--- src/rtl/pipeline_register.sv ---
`default_nettype none
// ============================================================================
// Module   : pipeline_register
// Purpose  : Single-stage pipeline register placed between core stages
//            (IF/ID, ID/EX, ...). Captures pipe_input on every rising edge,
//            holds its value while stalled, and loads a caller-supplied
//            bubble word (typically a NOP) on flush. Flush beats stall.
//            A simulation-only scan port dumps the stage state inside a
//            programmable cycle window.
//
// Ports    : clock        in   1           rising-edge clock
//            reset        in   1           asynchronous, active-low reset
//            stall        in   1           1 = hold current output
//            flush        in   1           1 = load flush_input (bubble)
//            pipe_input   in   PIPE_WIDTH  data from the previous stage
//            flush_input  in   PIPE_WIDTH  bubble word loaded on flush
//            pipe_output  out  PIPE_WIDTH  registered data to next stage
//            scan         in   1           1 = enable simulation state dump
//
// Revision : 1.0  initial release
// ============================================================================
module pipeline_register #(
  parameter int          PIPELINE_STAGE  = 0,
  parameter int          PIPE_WIDTH      = 32,
  parameter int unsigned SCAN_CYCLES_MIN = 1,
  parameter int unsigned SCAN_CYCLES_MAX = 1000
) (
  input  logic                  clock,
  input  logic                  reset,
  input  logic                  stall,
  input  logic                  flush,
  input  logic [PIPE_WIDTH-1:0] pipe_input,
  input  logic [PIPE_WIDTH-1:0] flush_input,
  output logic [PIPE_WIDTH-1:0] pipe_output,
  input  logic                  scan
);

  logic [PIPE_WIDTH-1:0] r_pipe_data;

  // Next-value selection; flush has priority so a squashed stage always
  // receives a bubble, even if the downstream logic is also stalling it.
  logic [PIPE_WIDTH-1:0] w_pipe_next;

  always_comb begin
    w_pipe_next = r_pipe_data;
    if (flush) begin
      w_pipe_next = flush_input;
    end else if (!stall) begin
      w_pipe_next = pipe_input;
    end
  end

  always_ff @(posedge clock or negedge reset) begin
    if (!reset) begin
      r_pipe_data <= '0;
    end else begin
      r_pipe_data <= w_pipe_next;
    end
  end

  // Output comes straight from the flop: no combinational input-to-output path.
  assign pipe_output = r_pipe_data;

`ifndef SYNTHESIS
  // Debug-only cycle counter and state dump. Neither feeds the datapath.
  logic [31:0] r_cycle_count;

  always_ff @(posedge clock or negedge reset) begin
    if (!reset) begin
      r_cycle_count <= 32'd0;
    end else begin
      r_cycle_count <= r_cycle_count + 32'd1;
    end
  end

  // The dump reports the counter value seen at this edge, before it advances.
  always_ff @(posedge clock) begin
    if (reset && scan &&
        (r_cycle_count >= SCAN_CYCLES_MIN) &&
        (r_cycle_count <= SCAN_CYCLES_MAX)) begin
      $display("[scan] stage=%0d cycle=%0d stall=%b flush=%b in=%h flush_in=%h out=%h",
               PIPELINE_STAGE, r_cycle_count, stall, flush,
               pipe_input, flush_input, r_pipe_data);
    end
  end
`endif

endmodule
`default_nettype wire

--- config.mk ---
export PLATFORM = sky130hd
export DESIGN_NAME = pipeline_register
export DESIGN_NICKNAME = d
export VERILOG_FILES = /design/src/rtl/pipeline_register.sv
export SDC_FILE = /design/constraint.sdc
export NUM_CORES = 1
export LEC_CHECK = 0
export BUFFER_PORTS_ARGS = -buffer_cell sky130_fd_sc_hd__clkbuf_2
export CAP_MARGIN = 20
export CORE_UTILIZATION = 37
export CTS_BUF_LIST = sky130_fd_sc_hd__clkbuf_16
export DETAILED_ROUTE_END_ITERATION = 10
export PLACE_DENSITY = 0.75
export SETUP_SLACK_MARGIN = 0.05
export SLEW_MARGIN = 5
export SYNTH_ARGS = -nofsm -noshare
export SYNTH_HDL_FRONTEND = slang
export SYNTH_SLANG_ARGS = --single-unit
--- constraint.sdc ---
create_clock -name clock -period 0.8 [get_ports clock]
set_clock_uncertainty 0.15 [all_clocks]
set_input_delay 0.08 -clock clock [delete_from_list [all_inputs] [get_ports clock]]
set_output_delay 0.08 -clock clock [all_outputs]
set_load 0.05 [all_outputs]
==> results.md <==
- Outcome: finished with violations
- Failing checks: hold timing, setup timing
- Antenna viol nets, final: 0
- Setup-failing EPs final: 64
- Max_cap viols: 0
- Crit-path max FO: 2
- Synth Instances: 139
- Hold Startpoint: flush_input[29]
- Post-synthesis cell type count: 9
- Fin. Hold Viols: 32
- Measured slew at the worst slew-check pin: 0.168 ns
- Drt first pass iters: 4
- Die Ht: 66.0 um
- Synthesized area: 0.00152 mm2
- Final hold slack: -0.130 ns
- Crit path buffers/inverters: 1
- Area leader, netlist: dfrtp_1
- Critical Path AT: 0.85 ns
- Sw Ratio: 0.312
- Post-route setup slack: -0.280 ns
- # hold bufs at CTS: 1
- Ys async rst share: 1.00
- Largest cells by area after synthesis: dfrtp_1 (53%), mux2i_1 (21%), o21ai_1 (9.2%)
- Setup WS pre-CTS: -0.191 ns
- Largest net degree at the start of global routing: 41
- Comb pwr share: 0.304
- Final period util: 1.35
- Total number of vias: 1422
- # DRC: 0
- Final non-filler cell total: 292
- VDD IR max: 1.13 mV
- Worst R2R End: pipe_output[22]
- Fin. max-slew vios: 0
- Setup CP Type: flip-flop to output pin
- Min Clock Period, post-route: 1.08 ns
- Die Footprint: 0.00436 mm2
- DIE WIDTH: 66.0 um
- CP required: 0.57 ns
- Synth top area share: 0.528
- Post-synth EDFFs: 0
- WHS Path Cells: 3
- Vias in the first global route: 1463
- Largest register FFs: 32
- Area after DPL: 0.00210 mm2
- Area delta synth->final: 70.9%
- FF-to-FF Start: pipe_output[22]
- Critical path cell sequence: buf_8
- Pleak: 1.31 nW
- CTS tree: done
- RSZ-0062 raised after global routing: true
- Ratio of cells with drive above 1 in the final layout: 0.598
- Final WL: 4110 um
- Power Dens Cells: 2050 mW/mm2
- Commonest cells in the netlist: dfrtp_1 (32), mux2i_1 (32), nand2_1 (32)
- Via density: 4.87
- Sequential fraction of the synthesis area: 0.528
- Clock-pin slew of the registers on the worst-case setup and hold paths: 0.05 ns
- Initial antenna violation count: 0
- Clock tree root buffer cell: clkbuf_16
- TritonCTS Sinks: 32
- Crit path launch type: flip-flop
- Max incr delay on CP: 0.42 ns
- Final Cell Area: 0.00259 mm2
- Longest Clk Path Bufs: 2
- Buffers on Ports: 99
- CTS H-tree lvls: 2
- Fmax: 926 MHz
- Iter 0 DRT Violations: 72
- Max transition margin: 0.885
- Overflow left after global routing: 0
- Reg-to-reg slack, setup: -0.22 ns
- Gr usage total: 0.206
- Net count reported at finish: 312
- Syn_area_per_cell: 10.9 um2
- Routability Congestion: 0.809
- Syn Nets: 208
- Hold WC Path Type: input port to flip-flop
- Ys flop type: dfrtp_1
- Placed Cells: 281
- #FFs+latches synth: 32
- WHS Endpoint: pipe_output[29]
- Crit end category: output pin
- Delay-heaviest family, CP: flip-flops
- Site Rows: 22
- Post-DR wirelength/cell: 14.1 um
- Dpl hpwl: 2650 um
- Starting Density: 0.399
- CTS buffer count: 5
- Antenna cells: 0
- First-pass GRT wire length: 6510 um
- Total I/O pin count: 101
- Yosys Warn Count: 0
- Sw Pwr: 1.65 mW
- Sequential power share: 0.367
- Clock latency on the worst-skew pair: 0.27 ns
- Worst r2r path cells: 3
- Clock power share: 0.329
- Cell-internal power: 3.65 mW
- Core area: 0.00380 mm2
- CP max stage cell: dfrtp_2
[stage by stage]
step | util | power (mW) | TNS, ns | hold WS [ns]
floorplan | - | 2.78 | -6.08 | -0.366
global placement | 0.553 | 3.17 | -5.98 | -0.0952
detailed placement | 0.553 | 3.18 | -6.67 | -0.0937
CTS | 0.665 | 5.23 | -11.85 | -0.138
global route | 0.681 | 5.53 | -13.82 | -0.119
finish | 0.681 | 5.30 | -11.85 | -0.130
[placed cells by master (no fill, tap or decap), drive strengths merged]
cell and instances:
dfrtp 32, dlygate4sd3 1, clkbuf 72, inv 2, mux2i 32, nand2 32, buf 40, o21ai 32
clkinv 1
[cells by family after synthesis]
kind of cell           after synthesis  share of synthesized area
AO/OA/AOI/OAI                       32                      0.111
buffers and inverters               11                     0.0702
flip-flops                          32                      0.528
multiplexers                        32                      0.211
AND/OR/NAND/NOR                     32                     0.0793
[power groups by stage]
| stage | combinational, mW | sequential (mW) | clock [mW] |
|---|---|---|---|
| global placement | 1.27 | 1.90 | 0 |
| global route | 1.70 | 1.96 | 1.86 |
| floorplan | 0.335 | 2.44 | 0 |
| finish | 1.61 | 1.95 | 1.74 |
| detailed placement | 1.28 | 1.90 | 0 |
| CTS | 1.52 | 1.90 | 1.80 |
[final cells by class]
type | count | area, um2
clock buffers | 5 | 125
multi-input cells | 96 | 608
flip-flops and latches | 32 | 841
well taps | 48 | 60.1
fillers | 281 | 1210
repair buffers | 108 | 943
clock inverters | 3 | 11.3
[what timing repair did]
item | 4_1_cts | 5_1_grt
pin swaps | 0 | 2
setup buffers | 0 | 2
gates resized for setup | 66 | 34
hold endpoints to repair | 64 | 32
endpoints found under the setup margin | 64 | 64
[worst max path at each step]
| stage | startpoint | endpoint | slack (ns) | cells after the start |
|---|---|---|---|---|
| 6_report | pipe_output[31] | pipe_output[31] | -0.28 | 1 |
| 5_1_grt | pipe_output[16] | pipe_output[16] | -0.30 | 1 |
| 4_1_cts | pipe_output[9] | pipe_output[9] | -0.30 | 1 |
| 3_5_place_dp | stall | pipe_output[17] | -0.19 | 4 |
| 3_3_place_gp | stall | pipe_output[4] | -0.17 | 4 |
| 2_1_floorplan | pipe_output[4] | pipe_output[4] | -0.21 | 2 |
[per-layer routing]
| layer | wire length, um | share of wire | global-route usage | vias to the layer above |
|---|---|---|---|---|
| li1 | - | - | - | 682 |
| met5 | 0 | 0 | 0 | - |
| met3 | 310 | 0.075 | 0.0621 | 7 |
| met4 | 72 | 0.018 | 0.0851 | 0 |
| met1 | 1560 | 0.38 | 0.215 | 667 |
| met2 | 2170 | 0.53 | 0.379 | 66 |
Note: power is estimated with default switching activity, not from simulation.
